File: src/rtl/sum_series_param.sv
// Series-sum engine: Result = sum of term(k) for k=1..N, with term k, k*k or 2k-1 chosen by Mode; saturating build under SUM_SERIES_SAT_EN.
// Latency N+1 edges from Start to Stop; Start is ignored while Busy, and the result holds in DONE until the next Start.
module sum_series_param #(
  parameter int N_W = 8,
  parameter int R_W = 16
) (
  input  logic           Clk,
  input  logic           Rst,
  input  logic           Start,
  input  logic [N_W-1:0] Data_in,
  input  logic [1:0]     Mode,
  output logic           Busy,
  output logic           Stop,
  output logic [R_W-1:0] Result,
  output logic           Ovf
);

  localparam int C_W = N_W + 1;
  localparam int T_W = 2 * (N_W + 1) + 1;
  localparam int S_W = (T_W > R_W + 1) ? T_W : R_W + 1;
  localparam logic [S_W-1:0] R_MAX = (S_W'(1) << R_W) - S_W'(1);

  typedef enum logic [1:0] {IDLE, ACC, DONE} state_t;

  state_t         state;
  state_t         state_nxt;
  logic [N_W-1:0] n_q;
  logic [1:0]     mode_q;
  logic [C_W-1:0] c_q;
  logic [R_W-1:0] result_q;
  logic           ovf_q;
  logic           accept;
  logic           step;
  logic [T_W-1:0] c_ext;
  logic [T_W-1:0] term;
  logic [S_W-1:0] sum;
  logic           over;

  always_ff @(posedge Clk) begin
    if (Rst) state <= IDLE;
    else     state <= state_nxt;
  end

  always_comb begin
    state_nxt = state;
    accept    = 1'b0;
    step      = 1'b0;
    case (state)
      IDLE: begin
        if (Start) begin
          accept    = 1'b1;
          state_nxt = ACC;
        end
      end
      ACC: begin
        if (c_q <= {1'b0, n_q}) step = 1'b1;
        else                    state_nxt = DONE;
      end
      DONE: begin
        if (Start) begin
          accept    = 1'b1;
          state_nxt = ACC;
        end
      end
      default: state_nxt = IDLE;
    endcase
  end

  // Counter is one bit wider than N, so the square always fits in T_W bits.
  assign c_ext = T_W'(c_q);

  always_comb begin
    term = c_ext;
    case (mode_q)
      2'd1:    term = c_ext * c_ext;
      2'd2:    term = c_ext + c_ext - T_W'(1);
      default: term = c_ext;
    endcase
  end

  assign sum  = S_W'(result_q) + S_W'(term);
  assign over = (sum > R_MAX);

  always_ff @(posedge Clk) begin
    if (Rst) begin
      n_q      <= '0;
      mode_q   <= '0;
      c_q      <= '0;
      result_q <= '0;
      ovf_q    <= 1'b0;
    end else if (accept) begin
      n_q      <= Data_in;
      mode_q   <= Mode;
      c_q      <= C_W'(1);
      result_q <= '0;
      ovf_q    <= 1'b0;
    end else if (step) begin
      c_q <= c_q + C_W'(1);
      if (over) ovf_q <= 1'b1;
`ifdef SUM_SERIES_SAT_EN
      result_q <= (over || ovf_q) ? {R_W{1'b1}} : sum[R_W-1:0];
`else
      result_q <= sum[R_W-1:0];
`endif
    end
  end

  assign Busy   = (state == ACC);
  assign Stop   = (state == DONE);
  assign Result = result_q;
  assign Ovf    = ovf_q;

endmodule

File: config.mk
export PLATFORM = sky130hd
export DESIGN_NAME = sum_series_param
export DESIGN_NICKNAME = d
export VERILOG_FILES = /design/src/rtl/sum_series_param.sv
export SDC_FILE = /design/constraint.sdc
export NUM_CORES = 1
export LEC_CHECK = 0
export ABC_AREA = 1
export CORE_MARGIN = 5
export CORE_UTILIZATION = 55
export CTS_CLUSTER_SIZE = 16
export DETAILED_ROUTE_END_ITERATION = 6
export GPL_ROUTABILITY_DRIVEN = 0
export PLACE_DENSITY = 0.75
export SYNTH_ARGS = -nofsm -noshare
export SYNTH_HDL_FRONTEND = slang
export SYNTH_SLANG_ARGS = --single-unit
File: constraint.sdc
create_clock -name Clk -period 6.67 [get_ports Clk]
set_input_delay 1.0005 -clock Clk [delete_from_list [all_inputs] [get_ports Clk]]
set_output_delay 1.0005 -clock Clk [all_outputs]
set_load 0.02 [all_outputs]
==> results.py <==
metrics = {
    "synth": {
        "synth_nets": 828,
        "synth.area.top_cells": "ha_1 (16%), dfxtp_1 (15%), fa_1 (14%)",
        "synth_top_area_share_pct": 15.6,
        "ys_ff_latch": 38,
        "synth-edff-count": 0,
        "synth_cell_types": 42,
        "synth_area_sq_um": 4980,
        "yosysMostFrequentCell": "inv_1",
        "postSynth.asyncResetShare_pct": 0,
        "ys_seq_area_share_pct": 15.3,
        "synth.top_cells.by_count": "inv_1 (150), nand2_1 (149), a21oi_1 (74)",
        "synthCells": 719,
        "yosys_warnings": 0,
        "ys.flop_type": "dfxtp_1",
        "post-synth-top-area-cell": "ha_1",
        "avgSynthCellArea_sq_um": 6.93,
    },
    "clock_tree": {
        "ctsHtreeMaxLevel": 2,
        "cts_setup_buffers": 0,
        "clock-root-buffer": "clkbuf_8",
        "clock_sinks": 38,
        "clk_latency_ns": 0.30,
        "ctsResizeCount": 0,
        "hold_buffers": 0,
        "clk_pin_slew_ns": 0.08,
        "tritoncts": "yes",
        "clockBufferDepth": 2,
        "cts_buffers": 5,
    },
    "critical_path": {
        "cpPeakStageDelay_ns": 0.66,
        "startpoint": "c_q[3]",
        "cpMostUsedCell": "nand2_1",
        "cp.depth": 33,
        "rr_worst_depth": 33,
        "crit_path_start_kind": "flip-flop",
        "worstPathMaxFanout": 13,
        "crit_path_end_kind": "flip-flop",
        "critPathArrivalTime_ns": 6.31,
        "cp.required_ns": 6.90,
        "critPathTopFamily": "adder cells",
        "r2r-start": "c_q[3]",
        "critical_path_buf_inv_count": 6,
        "crit_type": "reg -> reg",
        "crit_slowest_cell": "dfxtp_1",
    },
    "global_route": {
        "grt_overflow": 0,
        "track_usage_pct": 22.5,
        "grt_pass1_wl_microns": 21100,
        "grt_max_degree": 38,
        "antenna_found_initial": 0,
        "grt_pass1_vias": 4662,
    },
    "finish": {
        "multi_input_area_sq_um": 3530,
        "num_antenna_cells": 0,
        "fillCellCount": 811,
        "finish.instance_area_sq_um": 5470,
        "seq_area_sq_um": 764,
        "final_nets": 851,
        "area.growth.synth_to_final_pct": 9.74,
        "drive_above_1_share_pct": 5.11,
    },
    "timing": {
        "max_freq_mhz": 165,
        "worst_hold_slack_ns": 0.478,
        "relSlewSlack_pct": 57.1,
        "setup_tns_ns": 0,
        "period_minus_slack_ns": 6.08,
        "finClkSkew_ns": 0.0118,
        "setup_viol": 0,
        "finalHoldViolCount": 0,
        "maxSlewViolCount": 0,
        "worst_slew_pin_slew_ns": 0.644,
        "rsz0062_at_grt": "no",
        "fin_crit_sh_pct": 91.1,
    },
    "floorplanning": {
        "coreArea_sq_um": 8760,
        "start_util_pct": 56.9,
        "dieArea_sq_um": 11100,
        "rows": 34,
        "ios": 32,
        "die_h_microns": 105,
        "die_w_microns": 105,
    },
    "placed_design": {
        "placed_area_sq_um": 5370,
        "dp_hpwl_microns": 9860,
        "io_buffer_count": 31,
    },
    "routing": {
        "vias_per_cell": 5.43,
        "dr.pass1.iters": 5,
        "drt_iter0_markers": 239,
        "vias": 4623,
        "drt.antenna.violating_nets": 0,
        "post-route-drc-count": 0,
        "wl_microns": 12200,
        "wl_per_cell_microns": 14.3,
    },
    "pwr": {
        "peakVddDrop_mv": 0.101,
        "finalPower_mw": 0.655,
        "power_density_nw_per_um2": 120,
        "p_leak_nw": 3.06,
    },
    "min_path": {
        "min_path_cells": 2,
        "hp-class": "reg -> reg",
        "min_from": "n_q[1]",
    },
    "status": {
        "status": "finished clean",
    },
    "flow_run": {
        "drv_cap": 0,
    },
}
-- placed cells by master, fill, tap and decap left out, types with 2 or more instances in the layout --
| cell type | count |
|---|---|
| clkdlybuf4s50_1 | 31 |
| a21oi_2 | 2 |
| a211oi_1 | 10 |
| a31o_2 | 3 |
| xor2_1 | 17 |
| a22oi_1 | 4 |
| a31oi_1 | 3 |
| nor3_1 | 3 |
| nand4_1 | 3 |
| dfxtp_2 | 3 |
| o211ai_1 | 4 |
| o21bai_1 | 2 |
| ha_1 | 62 |
| nand3_1 | 28 |
| o21ai_0 | 36 |
| nand2_1 | 149 |
| clkbuf_8 | 6 |
| nor2_1 | 39 |
| nor4_1 | 2 |
| or2_2 | 5 |
| a21oi_1 | 74 |
| a21o_1 | 4 |
| dfxtp_1 | 35 |
| inv_1 | 150 |
| xnor2_1 | 9 |
| buf_4 | 7 |
| fa_1 | 34 |
| a21boi_0 | 3 |
-- sequential cells by signal, summed over array words and instances, names as in the netlist --
name and flops:
Ovf 1, Result 16, c_q 9, mode_q 2, n_q 8, state 2
-- worst reg2reg max path: cells and delay by family (launching register included) --
family | cells | cell delay [ns]
adders and majority gates | 6 | 2.88
and+or+nand+nor | 16 | 1.49
DFF | 1 | 0.66
AOI/OAI and AO/OA | 4 | 0.47
buffers and inverters | 6 | 0.35
xor gates and xnor gates | 1 | 0.17
-- logic make-up after synthesis --
| logic type | Yosys count | synth area share [%] |
|---|---|---|
| simple gates | 238 | 20.4 |
| buf+inv | 174 | 13.8 |
| compound gates | 147 | 16.7 |
| fa+ha+maj | 96 | 29.2 |
| flops | 38 | 15.3 |
| xor+xnor | 26 | 4.57 |
-- report_power, final --
part	leakage (nW)	switching, mW	total (mW)	internal (mW)
combinational	2.70	0.141	0.227	0.0856
sequential	0.312	0.0112	0.254	0.243
clock	0.0472	0.0909	0.174	0.0833
total	3.06	0.243	0.655	0.411
-- cell type report --
cell class | instances | area share, %
Clock buffer | 6 | 1.51
Clock inverter | 2 | 0.229
Sequential cell | 38 | 14.0
Multi-Input combinational cell | 507 | 64.6
Tap cell | 108 | 2.47
Timing Repair Buffer | 38 | 6.64
Inverter | 152 | 10.5
-- per-stage QoR --
step           setup WS (ns)  cells  utilization (%)
6_report               0.595    851             62.4
5_1_grt               0.0397    851             62.4
4_1_cts                0.391    851             62.4
3_5_place_dp           0.443    843             61.3
3_3_place_gp           0.713    843             61.3
2_1_floorplan           1.02    719                -
-- path summary, 6_finish.rpt --
check,to,slack [ns]
setup / recovery,Ovf,0.59
hold / removal,n_q[1],0.48
setup reg to reg,Ovf,0.59
hold reg to reg,n_q[1],0.48
-- per-layer routing --
metal / share of wire, % / up-vias / track usage [%]
li1: - / 2340 / -
met1: 44 / 2145 / 28.2
met2: 51 / 132 / 41.8
met3: 5.4 / 6 / 3.08
met4: 0.36 / 0 / 3.38
met5: 0 / - / 0
Note: power is estimated with default switching activity, not from simulation.
